`src/rtl/fetch_unit.sv`:
```
// fetch_unit: sequential instruction fetch front end.
//   Keeps a byte-address PC, issues one program-memory read per cycle while
//   there is room, and buffers returned words with their addresses in a
//   2-entry FIFO for decode. A branch redirect flushes the buffer and
//   squashes the read in flight.
// Ports:
//   clk, rst                     clock, synchronous active-high reset
//   imem_addr/imem_req           read address and request strobe to memory
//   imem_data                    word returned one cycle after a request
//   branch_taken/branch_target   single-cycle redirect from execute
//   instr/instr_pc/instr_valid   FIFO head presented to decode
//   instr_ready                  decode accepts the head when high
module fetch_unit #(
  parameter int          PC_WIDTH  = 8,
  parameter int          OPD_WIDTH = 32,
  parameter int unsigned RESET_PC  = 0
) (
  input  logic                 clk,
  input  logic                 rst,
  output logic [PC_WIDTH-1:0]  imem_addr,
  output logic                 imem_req,
  input  logic [31:0]          imem_data,
  input  logic                 branch_taken,
  input  logic [PC_WIDTH-1:0]  branch_target,
  output logic [31:0]          instr,
  output logic [OPD_WIDTH-1:0] instr_pc,
  output logic                 instr_valid,
  input  logic                 instr_ready
);

  logic [PC_WIDTH-1:0]       pc_q, pc_d;
  logic [1:0]                count_q, count_d;
  logic                      inflight_q, inflight_d;
  logic [PC_WIDTH-1:0]       inflight_pc_q, inflight_pc_d;
  logic                      rd_ptr_q, rd_ptr_d;
  logic [1:0][31:0]          buf_data_q, buf_data_d;
  logic [1:0][PC_WIDTH-1:0]  buf_pc_q, buf_pc_d;

  logic                      pop_s;
  logic                      wr_ptr_s;
  logic [2:0]                occupancy_s;
  logic [PC_WIDTH-1:0]       target_s;

  // Word-align the redirect target (low two bits forced to zero).
  assign target_s = branch_target & ~PC_WIDTH'(3);

  // Write slot sits one past the head when a single entry is held.
  assign wr_ptr_s = rd_ptr_q ^ count_q[0];

  // Valid is suppressed during reset so nothing is handed over that cycle.
  assign instr_valid = (count_q != 2'd0) && !rst;
  assign pop_s       = instr_valid && instr_ready;

  // Entries held plus the word on its way, less what leaves this cycle; a new
  // request is only allowed if its word is guaranteed a free slot.
  assign occupancy_s = {1'b0, count_q} + {2'b00, inflight_q} - {2'b00, pop_s};
  assign imem_req    = !rst && !branch_taken && (occupancy_s < 3'd2);
  assign imem_addr   = pc_q;

  // Head of the FIFO, forced to zero while it is empty.
  assign instr    = (count_q != 2'd0) ? buf_data_q[rd_ptr_q] : 32'd0;
  assign instr_pc = (count_q != 2'd0) ? OPD_WIDTH'(buf_pc_q[rd_ptr_q]) : '0;

  // Next-state logic: redirect flush, or normal issue/push/pop.
  always_comb begin
    pc_d          = pc_q;
    count_d       = count_q;
    inflight_d    = imem_req;
    inflight_pc_d = pc_q;
    rd_ptr_d      = rd_ptr_q;
    buf_data_d    = buf_data_q;
    buf_pc_d      = buf_pc_q;
    if (branch_taken) begin
      // Redirect wins over any pop and squashes the word in flight.
      pc_d       = target_s;
      count_d    = 2'd0;
      inflight_d = 1'b0;
      rd_ptr_d   = 1'b0;
    end else begin
      if (imem_req) begin
        pc_d = pc_q + PC_WIDTH'(4);
      end else begin
        pc_d = pc_q;
      end
      if (inflight_q) begin
        buf_data_d[wr_ptr_s] = imem_data;
        buf_pc_d[wr_ptr_s]   = inflight_pc_q;
      end else begin
        buf_data_d = buf_data_q;
      end
      if (pop_s) begin
        rd_ptr_d = ~rd_ptr_q;
      end else begin
        rd_ptr_d = rd_ptr_q;
      end
      count_d = count_q + {1'b0, inflight_q} - {1'b0, pop_s};
    end
  end

  // State registers with synchronous reset; reset also drops the read in flight.
  always_ff @(posedge clk) begin
    if (rst) begin
      pc_q          <= PC_WIDTH'(RESET_PC);
      count_q       <= 2'd0;
      inflight_q    <= 1'b0;
      inflight_pc_q <= '0;
      rd_ptr_q      <= 1'b0;
      buf_data_q    <= '0;
      buf_pc_q      <= '0;
    end else begin
      pc_q          <= pc_d;
      count_q       <= count_d;
      inflight_q    <= inflight_d;
      inflight_pc_q <= inflight_pc_d;
      rd_ptr_q      <= rd_ptr_d;
      buf_data_q    <= buf_data_d;
      buf_pc_q      <= buf_pc_d;
    end
  end

endmodule

```
`config.mk`:
```
export PLATFORM = sky130hd
export DESIGN_NAME = fetch_unit
export DESIGN_NICKNAME = d
export VERILOG_FILES = /design/src/rtl/fetch_unit.sv
export SDC_FILE = /design/constraint.sdc
export NUM_CORES = 1
export LEC_CHECK = 0
export CORE_MARGIN = 3
export CORE_UTILIZATION = 48
export CTS_BUF_LIST = sky130_fd_sc_hd__clkbuf_2
export CTS_CLUSTER_SIZE = 10
export DETAILED_ROUTE_END_ITERATION = 10
export PLACE_DENSITY = 0.81
export SYNTH_ARGS = -nofsm -noshare
export SYNTH_HDL_FRONTEND = slang
export SYNTH_SLANG_ARGS = --single-unit
```
`constraint.sdc`:
```
create_clock -name clk -period 4.32 [get_ports clk]
set_input_delay 0.648 -clock clk [delete_from_list [all_inputs] [get_ports clk]]
set_output_delay 0.648 -clock clk [all_outputs]
set_load 0.03 [all_outputs]
```
==> results.json, run 1 <==
{
  "crit_path_frequent_cell": "ha_1",
  "maxCapViolations": 0,
  "synth_edf_count": 0,
  "hold_class": "reg -> reg",
  "synth-seq-cells": 92,
  "postCtsSetupBuffers": 0,
  "cts_resized": 0,
  "cp_max_fo": 5,
  "io_pins": 118,
  "first_global_vias": 3565,
  "drc": 0,
  "fin_crit_ns": 4.14,
  "p_leak_nw": 1.66,
  "drive_above_1_share": 0.0585,
  "maxSlewViolCount": 0,
  "irDropWorstVdd_mv": 0.183,
  "numPortBuffers": 87,
  "critPathLaunchType": "flop",
  "synth_compound_area_frac": 0.196,
  "syn_avg_cell_area_sq_um": 8.06,
  "final_cells": 706,
  "grt_max_degree": 94,
  "die-area_sq_um": 10300,
  "path_clk_slew_ns": 0.23,
  "cp.arrival_ns": 3.49,
  "synth.most_common_cell": "dfxtp_1",
  "yosys-top-cells-area": "dfxtp_1 42%, o21ai_0 9.2%, nand3_1 9.1%",
  "core_area_sq_um": 8760,
  "syn-instance-count": 541,
  "antenna_cells": 0,
  "hpwl_um": 6390,
  "cp_slowest_stage_delay_ns": 0.76,
  "startpoint": "count_q[0]",
  "setup-violations-final": 0,
  "async_flop_share": 0,
  "dieHeight_um": 101,
  "rsz0062_at_grt": "false",
  "clkSinkCount": 92,
  "max_freq_mhz": 241,
  "crit_chain": "nor2_4 -> nor2_1 -> and2_1 -> ha_1 -> inv_1 -> ha_1 -> fa_1 -> xnor2_2 -> nor4_1 -> clkdlybuf4s50_1",
  "synth-adder-area-share": 0.0132,
  "synth_top_area_frac": 0.422,
  "hold_buffers": 0,
  "area.growth.synth_to_final_pct": 21.1,
  "first_pass_iters": 4,
  "dp_cells": 690,
  "fin_crit_sh": 0.959,
  "worst_pin_slew_ns": 1.23,
  "slew-limit-headroom": 0.177,
  "start_util": 0.498,
  "powerDensity_nw_per_um2": 303,
  "place_congestion": 0.857,
  "finalCoreUtilization": 0.603,
  "hold_viol": 0,
  "nets": 641,
  "root_buffer": "clkbuf_2",
  "antenna_found_initial": 0,
  "yosys.area.top_type": "dfxtp_1",
  "required_ns": 3.67,
  "grt.overflow.total": 0,
  "ctsLongestPathBuffers": 2,
  "drtIter0Drc": 325,
  "outcome": "finished, final reports clean",
  "yosys.area_share.xor_xnor": 0.0118,
  "vias": 3978,
  "worst_r2r_startpoint": "count_q[0]",
  "synth.distinct_cells": 33,
  "fin_tns_setup_ns": 0,
  "syn-cell-area_sq_um": 4360,
  "clk_latency_ns": 0.54,
  "hold_path.startpoint": "inflight_pc_q[7]",
  "yosysWarnings": 0,
  "cts_buffers": 9,
  "cp-end-kind": "primary output",
  "clock_skew_ns": 0.0259,
  "grtUsageTotal": 0.197,
  "cts_tree": "built",
  "yosys.area_share.simple": 0.163,
  "via_per_inst": 5.63,
  "yosysSeqAreaShare": 0.422,
  "synth.area.mux_share": 0.0872,
  "yosys-top-cells-count": "92 x dfxtp_1, 80 x o21ai_0, 79 x nand3_1",
  "wire_per_inst_um": 14.8,
  "ant_nets": 0,
  "fp-row-count": 34,
  "grt_first_pass_wirelength_um": 16600,
  "critPathKind": "reg -> out",
  "power_mw": 1.60,
  "synth_top_flop_cell": "dfxtp_1",
  "htree_levels": 3,
  "drt-total-wl_um": 10500,
  "synth_top_family_by_area": "compound AO/OA/AOI/OAI gates",
  "crit_path_top_delay_cell": "clkdlybuf4s50_1",
  "die_w_um": 101
}
==> final cells by class <==
cell class / instances / area [sq um]
Clock buffer: 9 / 45.0
Clock inverter: 7 / 91.3
Fill cell: 772 / 3480
Inverter: 8 / 30.0
Multi-Input combinational cell: 386 / 2200
Sequential cell: 92 / 1840
Tap cell: 108 / 135
Timing Repair Buffer: 96 / 933
==> cell families after synthesis <==
kind of cell | count (synthesis)
compound gates | 165
simple gates | 146
flops | 92
buf+inv | 90
mux | 38
xor+xnor | 5
fa+ha+maj | 4
other cells | 1
==> report_power, final <==
group	switching (mW)	total, mW	internal [mW]
Combinational	0.153	0.233	0.0805
Sequential	0.0175	0.892	0.874
Clock	0.287	0.477	0.189
==> final timing paths <==
kind	slack [ns]	cells after the start	end
setup / recovery	0.18	10	imem_req
hold / removal	0.49	2	buf_pc_q[15]
setup reg to reg	1.28	11	imem_addr[7]
hold reg to reg	0.49	2	buf_pc_q[15]
==> critical path: cells and delay by family (launching register included) <==
family        cells  cell delay (ns)
flops             1             0.48
fa+ha+maj         3             0.89
simple gates      4             0.63
buf+inv           2             0.79
xor+xnor          1             0.18
==> cell usage in the layout, fill, tap and decap left out, types with 3 or more instances in the layout <==
master,count
nor2_1,45
o21ai_0,80
ha_1,3
a311oi_1,5
clkbuf_2,9
nor2b_1,6
a21oi_1,76
conb_1,28
clkinv_2,3
dfxtp_1,91
mux2i_1,38
inv_1,8
nand3_1,79
clkdlybuf4s50_1,86
buf_4,9
==> routing by layer <==
layer	part of all wire	wire length (um)	track usage	vias up
met3	0.070	731	0.0379	13
met5	0	0	0	-
met2	0.50	5240	0.330	141
li1	-	-	-	1942
met1	0.42	4390	0.254	1882
met4	0.012	126	0.0695	0
==> metrics by stage <==
step | setup slack (ns) | hold slack (ns) | instance area, sq um
5_1_grt | 0.0267 | 0.510 | 5280
2_1_floorplan | 0.427 | 0.444 | 4460
4_1_cts | 0.118 | 0.482 | 5280
6_report | 0.178 | 0.486 | 5280
3_3_place_gp | 0.478 | 0.449 | 5140
3_5_place_dp | 0.334 | 0.457 | 5140
==> sequential cells by signal, indices dropped and copies added (netlist names) <==
register,count
buf_data_q,64
buf_pc_q,12
imem_addr,6
inflight_pc_q,6
count_q,2
inflight_q,1
rd_ptr_q,1
(Power assumes the default switching activity.)
==> inputs of run 2 (changes only) <==
Settings changed: CORE_UTILIZATION 48 to 52, PLACE_DENSITY 0.81 to 0.86.
==> results.json, run 2 (same netlist as run 1, synthesis figures left out) <==
{
  "fp-row-count": 32,
  "maxSlewViolCount": 0,
  "hold_viol": 0,
  "cp_max_fo": 10,
  "maxCapViolations": 0,
  "first_global_vias": 3726,
  "first_pass_iters": 4,
  "max_freq_mhz": 276,
  "grtUsageTotal": 0.213,
  "root_buffer": "clkbuf_2",
  "rsz0062_at_grt": "false",
  "hold_buffers": 0,
  "power_mw": 1.60,
  "htree_levels": 3,
  "irDropWorstVdd_mv": 0.172,
  "die_w_um": 97.6,
  "hpwl_um": 6340,
  "vias": 3948,
  "path_clk_slew_ns": 0.25,
  "drc": 0,
  "largest_reg_flops": 64,
  "cp-end-kind": "primary output",
  "required_ns": 3.67,
  "drive_above_1_share": 0.0585,
  "clock_skew_ns": 0.0271,
  "numPortBuffers": 87,
  "start_util": 0.550,
  "wire_per_inst_um": 14.6,
  "critPathKind": "reg -> out",
  "final_common_cell": "dfxtp_1",
  "place_congestion": 0.852,
  "cts_resized": 0,
  "whs_ns": 0.454,
  "max_flop_register": "buf_data_q",
  "reg.largest.list": "buf_data_q: 64 flops, buf_pc_q: 12 flops",
  "via_per_inst": 5.64,
  "die-area_sq_um": 9520,
  "grt_first_pass_wirelength_um": 17300,
  "antenna_cells": 0,
  "slew-limit-headroom": 0.164,
  "antenna_found_initial": 0,
  "core_area_sq_um": 7930,
  "p_leak_nw": 1.66,
  "clk_latency_ns": 0.51,
  "fin_crit_ns": 3.62,
  "powerDensity_nw_per_um2": 303,
  "clkSinkCount": 92,
  "grt_max_degree": 94,
  "fin_tns_setup_ns": 0,
  "fin_crit_sh": 0.838,
  "postCtsSetupBuffers": 0,
  "worst_pin_slew_ns": 1.25,
  "drtIter0Drc": 225,
  "final_cell_mix": "91 x dfxtp_1, 85 x clkdlybuf4s50_1, 80 x o21ai_0",
  "grt.overflow.total": 0,
  "drt-total-wl_um": 10200,
  "hold_class": "reg -> reg",
  "ctsLongestPathBuffers": 2,
  "cts_buffers": 9,
  "setup-violations-final": 0,
  "critPathLaunchType": "flop",
  "cts_tree": "built",
  "ant_nets": 0,
  "nets": 641,
  "io_pins": 118,
  "cp.arrival_ns": 2.97,
  "outcome": "finished, final reports clean",
  "dieHeight_um": 97.6,
  "area.growth.synth_to_final_pct": 20.9
}
## run 2: cell count changes in the layout (fill, tap and decap cells not counted)
cell | previous run | this run
clkbuf_2 | 9 | 10
buf_4 | 9 | 10
clkinv_2 | 3 | 0
clkinv_4 | 1 | 2
clkdlybuf4s50_1 | 86 | 85
clkinv_1 | 0 | 1
## run 2: final cells by class
| cell class | instances | area, sq um |
|---|---|---|
| clock buffers | 10 | 50.0 |
| clock inverters | 6 | 88.8 |
| fillers | 681 | 2650 |
| inverters | 8 | 30.0 |
| multi-input cells | 386 | 2200 |
| flip-flops and latches | 92 | 1840 |
| well taps | 102 | 128 |
| repair buffers | 96 | 931 |
## run 2: metrics by stage
step / util / area (sq um) / cells / setup WS [ns]
after floorplan: - / 4460 / 568 / 0.427
after global placement: 0.648 / 5130 / 684 / 0.857
after detailed placement: 0.648 / 5130 / 684 / 0.823
after CTS: 0.665 / 5270 / 700 / 0.646
after global routing: 0.665 / 5270 / 700 / 0.508
final: 0.665 / 5270 / 700 / 0.700
## run 2: routing by layer
metal,vias to the layer above,GRT usage,wire (um),share of wire
met5,-,0,0,0
met4,0,0.0607,63,0.0062
met3,8,0.0345,610,0.060
met2,133,0.363,5020,0.49
met1,1864,0.277,4530,0.44
li1,1943,-,-,-
## run 2: worst max-delay path, cell delays in order, from the launching register on
cell     delay, ns
dfxtp_1       0.48
nor2_4        0.15
nor2_1        0.06
and2_1        0.15
ha_1          0.27
inv_1         0.04
ha_1          0.18
fa_1          0.43
xnor2_2       0.41
nor4_1        0.09
buf_4         0.22
## run 2: worst paths after layout
kind	startpoint	endpoint	slack [ns]	cells after the start
worst max-delay path	count_q[0]	imem_req	0.70	10
worst min-delay path	inflight_pc_q[2]	buf_pc_q[10]	0.45	2
worst max register to register	count_q[0]	imem_addr[7]	1.30	10
worst min register to register	inflight_pc_q[2]	buf_pc_q[10]	0.45	2
## run 2: where the power goes
group / total (mW) / internal (mW) / leakage (nW) / switching (mW)
Sequential: 0.894 / 0.874 / 0.747 / 0.0197
Combinational: 0.231 / 0.0807 / 0.837 / 0.151
Clock: 0.475 / 0.194 / 0.0798 / 0.281
==> inputs of run 3 (changes only) <==
Settings changed: CORE_UTILIZATION 52 to 50, PLACE_DENSITY 0.86 to 0.83.
Clock period 4.32 ns to 3.5 ns, I/O delays scaled along.
==> results.json, run 3 (same netlist as run 1, synthesis figures left out) <==
{
  "regArea_sq_um": 1850,
  "irDropWorstVdd_mv": 0.176,
  "p_switching_mw": 0.583,
  "wire_per_inst_um": 15.1,
  "numPortBuffers": 87,
  "cp_max_fo": 10,
  "cts_tree": "built",
  "multi_input_area_sq_um": 2220,
  "rsz0062_at_grt": "false",
  "vias": 3953,
  "root_buffer": "clkbuf_2",
  "hold_buffers": 0,
  "largest_reg_flops": 64,
  "p_leak_nw": 1.65,
  "switching_share": 0.312,
  "maxCapViolations": 0,
  "max_freq_mhz": 308,
  "cts_buffers": 9,
  "antenna_found_initial": 0,
  "grt.overflow.total": 0,
  "start_util": 0.523,
  "final_common_cell": "dfxtp_1",
  "hpwl_um": 6500,
  "drtIter0Drc": 307,
  "finalInstanceArea_sq_um": 5270,
  "nets": 640,
  "antenna_cells": 0,
  "worst_pin_slew_ns": 0.956,
  "grtUsageTotal": 0.209,
  "setup-violations-final": 0,
  "grt_first_pass_wirelength_um": 17200,
  "fill_cells": 751,
  "grt_max_degree": 94,
  "ant_nets": 0,
  "cp-end-kind": "primary output",
  "critPathKind": "reg -> out",
  "maxSlewViolCount": 0,
  "max_flop_register": "buf_data_q",
  "fin_tns_setup_ns": 0,
  "io_pins": 118,
  "area.growth.synth_to_final_pct": 20.8,
  "cellInternalPower_mw": 1.29,
  "die-area_sq_um": 9880,
  "hold_viol": 0,
  "outcome": "finished, final reports clean",
  "clock_skew_ns": 0.0347,
  "fin_crit_ns": 3.24,
  "setup_ws_ns": 0.255,
  "drive_above_1_share": 0.0637,
  "pwr-share-seq": 0.588,
  "die_w_um": 99.4,
  "clk_latency_ns": 0.52,
  "via_per_inst": 5.63,
  "clkSinkCount": 92,
  "reg.largest.list": "buf_data_q: 64 flops, buf_pc_q: 12 flops",
  "slew-limit-headroom": 0.363,
  "final_cell_mix": "89 x dfxtp_1, 85 x clkdlybuf4s50_1, 80 x o21ai_0",
  "first_global_vias": 3648,
  "fp-row-count": 33,
  "critPathLaunchType": "flop",
  "first_pass_iters": 5,
  "path_clk_slew_ns": 0.28,
  "placed_area_sq_um": 5150,
  "htree_levels": 3,
  "powerDensity_nw_per_um2": 355,
  "dieHeight_um": 99.4,
  "dp_slack_ns": 0.246,
  "required_ns": 2.97,
  "combPwrFrac": 0.156,
  "core_area_sq_um": 8340,
  "ctsLongestPathBuffers": 2,
  "cp.arrival_ns": 2.72,
  "place_congestion": 0.828,
  "hold_class": "reg -> reg",
  "drt-total-wl_um": 10600,
  "fin_crit_sh": 0.927,
  "drc": 0,
  "clkPwrFrac": 0.256
}
-- run 3: changes by cell type in the layout (fill, tap and decap cells not counted), moves of 2 or more --
cell,change
inv_6,+3
bufinv_16,-2
dfxtp_1,-2
dfxtp_2,+2
buf_4,-2
-- run 3: area by class of cell --
type                    instances  area share
repair buffers                 95       0.178
flip-flops and latches         92       0.350
multi-input cells             386       0.422
clock inverters                 7      0.0109
inverters                       8     0.00570
well taps                     105      0.0249
clock buffers                   9     0.00855
-- run 3: per-stage QoR --
stage	total power, mW	hold slack [ns]	utilization	instances
2_1_floorplan	1.32	0.444	-	568
3_3_place_gp	1.40	0.449	0.617	686
3_5_place_dp	1.41	0.461	0.617	686
4_1_cts	1.89	0.484	0.631	702
5_1_grt	1.96	0.478	0.632	702
6_report	1.87	0.476	0.632	702
-- run 3: worst max-delay path, cell delays in order (launching register included) --
cell and delay [ns]:
dfxtp_2 0.51, nor2_4 0.06, nor2_1 0.13, and2_1 0.15, ha_1 0.22, inv_1 0.05
ha_1 0.15, fa_2 0.52, nor4_2 0.24, buf_4 0.20
-- run 3: power by group through the flow --
stage	logic [mW]	clock network, mW	registers, mW
floorplan	0.201	0	1.12
global placement	0.280	0	1.12
detailed placement	0.286	0	1.12
CTS	0.288	0.496	1.10
global route	0.315	0.540	1.11
finish	0.291	0.479	1.10
-- run 3: timing repair --
item,in CTS,in global routing
buffers inserted,0,0
gates resized for setup,1,3
pin swaps,0,1
setup endpoints to repair,1,1
hold endpoints to repair,0,0
-- run 3: worst paths after layout --
check | startpoint | end | slack (ns) | cells past startpoint
min reg2reg | inflight_pc_q[6] | buf_pc_q[6] | 0.48 | 2
max reg2reg | count_q[0] | imem_addr[7] | 0.68 | 10
max | count_q[0] | imem_req | 0.26 | 9
min | inflight_pc_q[6] | buf_pc_q[6] | 0.48 | 2
-- run 3: per-layer routing --
metal	vias up	track usage	wire length (um)
met4	0	0.0630	42
li1	1942	-	-
met1	1901	0.273	4640
met2	105	0.347	5310
met5	-	0	0
met3	5	0.0449	611
